`src/rtl/fetch_pc_if.sv`:
```
// Fetch-side bus between decode/EX request logic and the PC generator.
// The master drives redirect requests; the slave (PC unit) returns fetch address and RAS status.
interface fetch_pc_if;
    logic        stall;
    logic        branch_taken;
    logic [15:0] branch_target;
    logic        jump;
    logic        call;
    logic        ret;
    logic [15:0] jump_target;
    logic [15:0] link_addr;
    logic [15:0] pc;
    logic [15:0] pc_plus1;
    logic        kill;
    logic        ras_empty;
    logic        ras_err;
    logic        ras_ovf;

    modport master (
        output stall, branch_taken, branch_target, jump, call, ret, jump_target, link_addr,
        input  pc, pc_plus1, kill, ras_empty, ras_err, ras_ovf
    );

    modport slave (
        input  stall, branch_taken, branch_target, jump, call, ret, jump_target, link_addr,
        output pc, pc_plus1, kill, ras_empty, ras_err, ras_ovf
    );
endinterface

```
`src/rtl/fetch_pc_unit.sv`:
```
// Program-counter generator: sequential / branch / jump / call / return selection
// with a circular return-address stack and sticky RAS error flags.
module fetch_pc_unit #(
    parameter logic [15:0] RESET_PC  = 16'h0000,
    parameter int          RAS_DEPTH = 4,
    parameter int          RAS_PTR_W = 2
) (
    input logic       clk,
    input logic       reset,
    fetch_pc_if.slave bus
);
    localparam logic [RAS_PTR_W:0] RAS_FULL = (RAS_PTR_W+1)'(RAS_DEPTH);

    logic [15:0]          pc_q, pc_d;
    logic [RAS_PTR_W-1:0] ptr_q, ptr_d;
    logic [RAS_PTR_W:0]   cnt_q, cnt_d;
    logic                 err_q, err_d;
    logic                 ovf_q, ovf_d;
    logic [15:0]          ras_q [RAS_DEPTH];
    logic                 push, pop, kill;

    // Branch beats stall; stalled decode requests are replayed later, so they're dropped here.
    always_comb begin
        pc_d  = pc_q + 16'd1;
        ptr_d = ptr_q;
        cnt_d = cnt_q;
        err_d = err_q;
        ovf_d = ovf_q;
        push  = 1'b0;
        pop   = 1'b0;
        kill  = 1'b0;
        if (bus.branch_taken) begin
            pc_d = bus.branch_target;
            kill = 1'b1;
        end else if (bus.stall) begin
            pc_d = pc_q;
        end else if (bus.ret) begin
            kill = 1'b1;
            if (cnt_q == '0) begin
                pc_d  = RESET_PC;
                err_d = 1'b1;
            end else begin
                pc_d  = ras_q[ptr_q];
                pop   = 1'b1;
                ptr_d = ptr_q - 1'b1;
                cnt_d = cnt_q - 1'b1;
            end
        end else if (bus.call || bus.jump) begin
            pc_d = bus.jump_target;
            kill = 1'b1;
            if (bus.call) begin
                push  = 1'b1;
                ptr_d = ptr_q + 1'b1;
                // At full the write lands on the oldest slot; depth stays saturated.
                if (cnt_q == RAS_FULL) ovf_d = 1'b1;
                else                   cnt_d = cnt_q + 1'b1;
            end
        end
    end

    always_ff @(posedge clk or posedge reset) begin
        if (reset) begin
            pc_q  <= RESET_PC;
            ptr_q <= '0;
            cnt_q <= '0;
            err_q <= 1'b0;
            ovf_q <= 1'b0;
        end else begin
            pc_q  <= pc_d;
            ptr_q <= ptr_d;
            cnt_q <= cnt_d;
            err_q <= err_d;
            ovf_q <= ovf_d;
        end
    end

    // Storage needs no reset: entries are only read while count says they are valid.
    always_ff @(posedge clk) begin
        if (push) ras_q[ptr_d] <= bus.link_addr;
    end

    assign bus.pc        = pc_q;
    assign bus.pc_plus1  = pc_q + 16'd1;
    assign bus.kill      = kill;
    assign bus.ras_empty = (cnt_q == '0);
    assign bus.ras_err   = err_q;
    assign bus.ras_ovf   = ovf_q;

    logic unused_pop;
    assign unused_pop = pop;
endmodule

```
`src/flat_wrapper.sv`:
```
// flat-port wrapper written by rule: the top's interface ports become plain ports
module fetch_pc_unit_flat 
#(
    parameter logic [15:0] RESET_PC  = 16'h0000,
    parameter int          RAS_DEPTH = 4,
    parameter int          RAS_PTR_W = 2
)
  (clk, reset, bus_stall, bus_branch_taken, bus_branch_target, bus_jump, bus_call, bus_ret, bus_jump_target, bus_link_addr, bus_pc, bus_pc_plus1, bus_kill, bus_ras_empty, bus_ras_err, bus_ras_ovf);
  fetch_pc_if bus_i ();
  input logic clk;
  input logic reset;
  input wire logic [$bits(bus_i.stall)-1:0] bus_stall;
  input wire logic [$bits(bus_i.branch_taken)-1:0] bus_branch_taken;
  input wire logic [$bits(bus_i.branch_target)-1:0] bus_branch_target;
  input wire logic [$bits(bus_i.jump)-1:0] bus_jump;
  input wire logic [$bits(bus_i.call)-1:0] bus_call;
  input wire logic [$bits(bus_i.ret)-1:0] bus_ret;
  input wire logic [$bits(bus_i.jump_target)-1:0] bus_jump_target;
  input wire logic [$bits(bus_i.link_addr)-1:0] bus_link_addr;
  output wire logic [$bits(bus_i.pc)-1:0] bus_pc;
  output wire logic [$bits(bus_i.pc_plus1)-1:0] bus_pc_plus1;
  output wire logic [$bits(bus_i.kill)-1:0] bus_kill;
  output wire logic [$bits(bus_i.ras_empty)-1:0] bus_ras_empty;
  output wire logic [$bits(bus_i.ras_err)-1:0] bus_ras_err;
  output wire logic [$bits(bus_i.ras_ovf)-1:0] bus_ras_ovf;
  assign bus_i.stall = bus_stall;
  assign bus_i.branch_taken = bus_branch_taken;
  assign bus_i.branch_target = bus_branch_target;
  assign bus_i.jump = bus_jump;
  assign bus_i.call = bus_call;
  assign bus_i.ret = bus_ret;
  assign bus_i.jump_target = bus_jump_target;
  assign bus_i.link_addr = bus_link_addr;
  assign bus_pc = bus_i.pc;
  assign bus_pc_plus1 = bus_i.pc_plus1;
  assign bus_kill = bus_i.kill;
  assign bus_ras_empty = bus_i.ras_empty;
  assign bus_ras_err = bus_i.ras_err;
  assign bus_ras_ovf = bus_i.ras_ovf;
  fetch_pc_unit #(.RESET_PC(RESET_PC), .RAS_DEPTH(RAS_DEPTH), .RAS_PTR_W(RAS_PTR_W)) u_core (.clk(clk), .reset(reset), .bus(bus_i));
endmodule
```
`config.mk`:
```
export PLATFORM = sky130hd
export DESIGN_NAME = fetch_pc_unit_flat
export DESIGN_NICKNAME = d
export VERILOG_FILES = /design/src/rtl/fetch_pc_if.sv /design/src/rtl/fetch_pc_unit.sv /design/src/flat_wrapper.sv
export SDC_FILE = /design/constraint.sdc
export NUM_CORES = 1
export LEC_CHECK = 0
export ABC_AREA = 1
export BUFFER_PORTS_ARGS = -buffer_cell sky130_fd_sc_hd__buf_2
export CAP_MARGIN = 30
export CORE_MARGIN = 3
export CORE_UTILIZATION = 25
export DETAILED_ROUTE_END_ITERATION = 7
export PLACE_DENSITY = 0.53
export SETUP_SLACK_MARGIN = 0.15
export SLEW_MARGIN = 20
export SYNTH_ARGS = -nofsm -noshare
export SYNTH_HDL_FRONTEND = slang
export SYNTH_SLANG_ARGS = --single-unit
```
`constraint.sdc`:
```
create_clock -name clk -period 2.8 [get_ports clk]
set_input_delay 0.56 -clock clk [delete_from_list [all_inputs] [get_ports clk]]
set_output_delay 0.56 -clock clk [all_outputs]
set_load 0.005 [all_outputs]
```
Word level (Yosys, flattened, before mapping) --
Memories as Yosys holds them, arrays and structs flattened. Index checks and enable logic that the tools add are counted.
Word-level totals: memories kept 1, bits in read-only memories 0, latch bits 0, input bits 55, register bits after elaboration 23, RAM bits 64
Memory list:
- u_core.ras_q | words 4, width 16, rd ports 1, clocked after memory_dff 0, write ports 1, RTL line fetch_pc_unit.sv:19 | logic [15:0] ras_q [RAS_DEPTH];
Operators by class: eq/ne operators 4, $mul 0, multiplexer cells 27, $lt $le $gt $ge 0, $add $sub $neg 5, divide/modulo/power cells 0, bitwise operators 3, reduce and logical (&&, ||, !) cells 7, shift operators 0
Operators with widths (number):
- 16-bit two-way mux | 5
- 16-bit by 1-bit adder with 16-bit output (second input constant) | 1
- 3-bit two-way mux | 5
- 2-bit two-way mux | 6
- 6-bit AND reduction | 2
- 1-bit two-way mux | 11
- 2-bit inequality test (second input constant) | 2
- 4-bit AND reduction | 1
- 2-bit nonzero test | 2
- 3-bit by 1-bit adder with 3-bit output (second input constant) | 1
- 3-bit equality test (second input constant) | 1
- 3-bit logical NOT | 1
- 1-bit NOT | 3
- 3-bit by 1-bit subtractor with 3-bit output (second input constant) | 1
- 2-bit by 1-bit adder with 2-bit output (second input constant) | 1
- 2-bit by 1-bit inequality test with 1-bit output (second input constant) | 1
- 2-bit by 1-bit subtractor with 2-bit output (second input constant) | 1
- 1-bit logical OR | 1

Logic depth before layout (Yosys ltp) --
word-level depth 7, depth in mapped cells 10, depth with buffers taken out 10

Worst setup path before layout --
No wires, ideal clock.
path type input -> register, start input bus_stall, end memory u_core.ras_q[0][0] (enable), library setup time 388 ps, stages on the path 7, arrival time 1889 ps, setup slack 523 ps, path through nor2_1 -> inv_1 -> o21ai_1 -> o21ai_1 -> o21ai_2 -> inv_2 -> nor2_1
Between the ends: elaborated cells on any way between the ends 6, those cells by class mux (6)
RTL lines:
- start, declared | RTL line flat_wrapper.sv:12 | input wire logic [$bits(bus_i.stall)-1:0] bus_stall;
- 2-bit two-way mux | RTL line fetch_pc_unit.sv:35 | end else if (bus.stall) begin
- 2-bit two-way mux | RTL line fetch_pc_unit.sv:32 | if (bus.branch_taken) begin
- named net u_core.ptr_d[1] | RTL line fetch_pc_unit.sv:15 | logic [RAS_PTR_W-1:0] ptr_q, ptr_d;
- end, declared | RTL line fetch_pc_unit.sv:19
The timed path passes the listed nets, and every way through them passes these cells.

Final worst setup path --
start register u_core.pc_q[0], in the netlist u_core.bus.pc[0], end output bus_pc_plus1[12]
Between the ends: cells in the longest elaborated chain, start to end 1
RTL lines:
- start, declared | RTL line fetch_pc_unit.sv:14 | logic [15:0] pc_q, pc_d;
- start signal, assigned | RTL line fetch_pc_unit.sv:69 | pc_q <= pc_d;
- 16-bit by 1-bit adder with 16-bit output | RTL line fetch_pc_unit.sv:83 | assign bus.pc_plus1 = pc_q + 16'd1;
- end, declared | RTL line flat_wrapper.sv:21 | output wire logic [$bits(bus_i.pc_plus1)-1:0] bus_pc_plus1;
Every way passes these cells.

==> out/summary.md <==
H-tree level count: 3. The tree is rooted in a clkbuf_16. The placement-stage worst setup slack was 0.491 ns; the count of buffers inserted at the top-level ports was 90. The number of antenna diodes in the final layout is 0.

The later-pin clock latency in the skew report was 0.34 ns; the power share of the clock group was 29.1%. The netlist area before placement was 4200 sq um. Total length of routed met2 wires: 5560 microns. The detailed router used layers up to and including met5. The logs give 29.0% for the combinational cell fraction of total power and 91 for the I/O pin count.

In the synthesized netlist the async set-or-reset flop fraction comes to 26.4%. After routing the design area is 5220 sq um. The type of the worst min-delay path was in2async.

Counting every net in the synthesized netlist gives 500. Counting instances in the post-synthesis netlist gives the leading cell types as 145 x nand2_1, 64 x edfxtp_1, 40 x nor2_1, 33 x inv_1, 28 x o21ai_0. The aggregate global routing overflow is 0, and the number of enable flip-flop cells after synthesis is 64.

The buffer depth of the longest clock path came out at 2. The number of max-slew violations in the final report came out at 0. In the final layout, flip-flops and latches occupy 2500 sq um. The logs give 0 for the number of hold-slack violations in the final timing report and 212 for the count of routing violations after the opening detailed-route iteration. Startpoint type of the worst setup path: a register. Entering global routing, the biggest net connects 23 pins. The HPWL after detailed placement is 9060 microns.

The logs give 13.2% for the overall global routing resource usage and 0 for the number of cells upsized or downsized after cts. The routed length on met1 is 5420 microns, and the final setup skew is 0.00492 ns. Routability-driven placement finished with a final weighted congestion of 0.929. Summing over every cut layer, the via total after detailed routing is 3397. The completed layout was analyzed and its total power is 3.96 mW.

Setup violations remaining at the end of the flow were counted as 0. The max-slew headroom at the worst pin is 50.4%, and the number of antenna violations at the first check in global routing is 1. The post-synthesis cell type with the largest combined area was edfxtp_1. The layout-stage area growth over the synthesis result is 24.4%.

The critical path is of the reg2out type. For the number of global-route vias before repair, the log shows 3413. The most used flip-flop cell after synthesis is edfxtp_1. Register area share after synthesis: 59.5%.

The netlist uses 33 different library cells. The sum of routed wire length over all layers is 11900 microns. The analysis attributes to net switching a power of 1.42 mW.

Max-cap violations in this run came to 0. For the finished layout, the period the worst path requires is 2.38 ns. Part of the power in registers: 41.9%.

The most frequent cell after synthesis was nand2_1. The worst ir drop on vdd was 0.372 mV. Setup repair after global routing left no endpoint under its margin. Wire segments on met3 add up to 747 microns in the final route. In the final design database the tool counted 599 nets.

The die outline area is 18400 sq um, and the floorplan core area is 16200 sq um. The count of yosys warnings during synthesis was 0. The number of placement rows is 46. The multi-input combinational cells in the finished layout cover a total of 1480 sq um.

Once placement finished, the instance area stood at 4940 sq um. TritonCTS built the clock tree. The die width was 136 microns. In this run, synthesis produced a sequential element count of 87. STA puts the critical path data required time at 2.24 ns. The measured slew at the worst slew-check pin works out to 0.743 ns.

The remaining routing DRC violations is 0. Using the TritonRoute via totals, the vias-per-cell ratio works out to 4.45. The count of nets left with antenna violations once routing finished came out at 0. The power density over cell area works out to 758 nW/um^2. The run gives 2.54 mW as the internal power summed over all cells. The synthesized area per cell is 9.48 sq um, and the number of buffers added for setup after CTS is 0. The clock drives 87 sinks.

The worst setup path is captured at an output pin. The wire length per cell after detailed routing was 15.6 microns. The final clock period utilization by the worst path was 85.0%. By area the synthesized netlist is led by edfxtp_1 46%, dfrtp_1 14%, nand2_1 13%.

Clock-pin slew was measured on the worst setup and hold paths at 0.06 ns. The height of the chip is 136 microns. Synthesis produced 443 cells. Fraction of power spent switching nets: 35.9%. The first detailed-routing pass took 4 iterations. The worst path meets setup with 0.419 ns of slack.

For this run, the top clock speed supported by timing is 0.420 GHz. The peak fanout along the critical path was 6. The number of buffers added by the clock tree synthesis step is 9.

The run finished with clean final reports. For the sum of negative setup slack, the log shows 0 ns. On the final layout, the worst hold slack is 0.193 ns. In this run the static leakage power is 2.23 nW. The top cell type by area accounts for 45.8% of the synthesized area. The run gives 18500 microns as the wire length of the first global-routing pass. Data arrives at the worst endpoint at 1.82 ns. The fraction of final layout cells with drive strength greater than 1 is 24.5%, and the number of fill cells in the layout is 1704. In this run, post-CTS hold repair placed 0 buffers. The initial utilization of the core area, before any placement, comes to 26.0%.
-- flip-flops by register name, indices dropped and copies added (netlist names) --
signal,cells
u_core.ras_q,64
u_core.bus.pc,16
u_core.cnt_q,3
u_core.ptr_q,2
u_core.bus.ras_err,1
u_core.bus.ras_ovf,1
-- worst paths after layout --
kind / depth (start not counted) / end / slack (ns) / start
hold reg to reg: 1 / u_core.bus.ras_ovf / 0.47 / u_core.bus.ras_ovf
max in group asynchronous: 3 / u_core.bus.pc[12] / 2.20 / reset
min in group clk: 1 / u_core.ras_q[0][11] / 0.44 / bus_link_addr[11]
setup reg to reg: 9 / u_core.ras_q[0][9] / 0.84 / u_core.ptr_q[1]
setup / recovery: 7 / bus_pc_plus1[12] / 0.42 / u_core.bus.pc[0]
hold / removal: 2 / u_core.bus.ras_ovf / 0.19 / reset
-- worst max-delay path, cell delays in order (launching register included) --
cell     delay [ns]
dfrtp_1        0.44
ha_1           0.20
nand2_1        0.13
inv_1          0.15
nand2_1        0.12
o21ai_0        0.19
nand2_1        0.11
buf_2          0.14
-- power groups by stage --
stage          sequential (mW)  combinational, mW  clock (mW)
2_1_floorplan             1.64              0.771           0
3_3_place_gp              1.68               1.14           0
3_5_place_dp              1.69               1.16           0
4_1_cts                   1.66               1.16        1.18
5_1_grt                   1.68               1.31        1.24
6_report                  1.66               1.15        1.15
-- stage by stage --
| stage | std cells | utilization, % |
|---|---|---|
| after global routing | 763 | 32.3 |
| final | 763 | 32.3 |
| after CTS | 763 | 32.3 |
| after detailed placement | 747 | 30.5 |
| after floorplan | 443 | - |
| after global placement | 746 | 30.4 |
-- logic make-up after synthesis --
family	count (synthesis)	share of synthesized area [%]
and+or+nand+nor	231	24.1
DFF	87	59.5
AOI/OAI and AO/OA	65	8.79
buffers and inverters	50	5.22
xor gates and xnor gates	8	1.67
adders and majority gates	2	0.775
-- layout make-up --
cell class	instances	share of cell area, %
clock inverters	7	1.17
repair buffers	100	10.4
well taps	216	5.17
clock buffers	9	4.31
flip-flops and latches	87	47.8
inverters	38	2.73
multi-input cells	306	28.4
-- layer usage --
layer | up-vias | global-route usage [%]
met1 | 1589 | 17.6
met2 | 101 | 21.4
met5 | - | 0
met3 | 15 | 3.75
met4 | 2 | 2.91
li1 | 1690 | -
-- placed cells by master (no fill, tap or decap), drive strengths merged --
cell / instances
clkinvlp: 1
nand2: 147
buf: 100
nand3: 17
dfrtp: 23
clkbuf: 9
a31o: 1
edfxtp: 64
o21ai: 35
ha: 1
clkinv: 2
o21bai: 1
a22oi: 12
nor3: 3
a31oi: 1
inv: 42
xor2: 6
a21o: 1
nand3b: 1
fa: 1
a21oi: 14
xnor2: 2
nor2: 48
nand4: 15
Note: power is estimated with default switching activity, not from simulation.
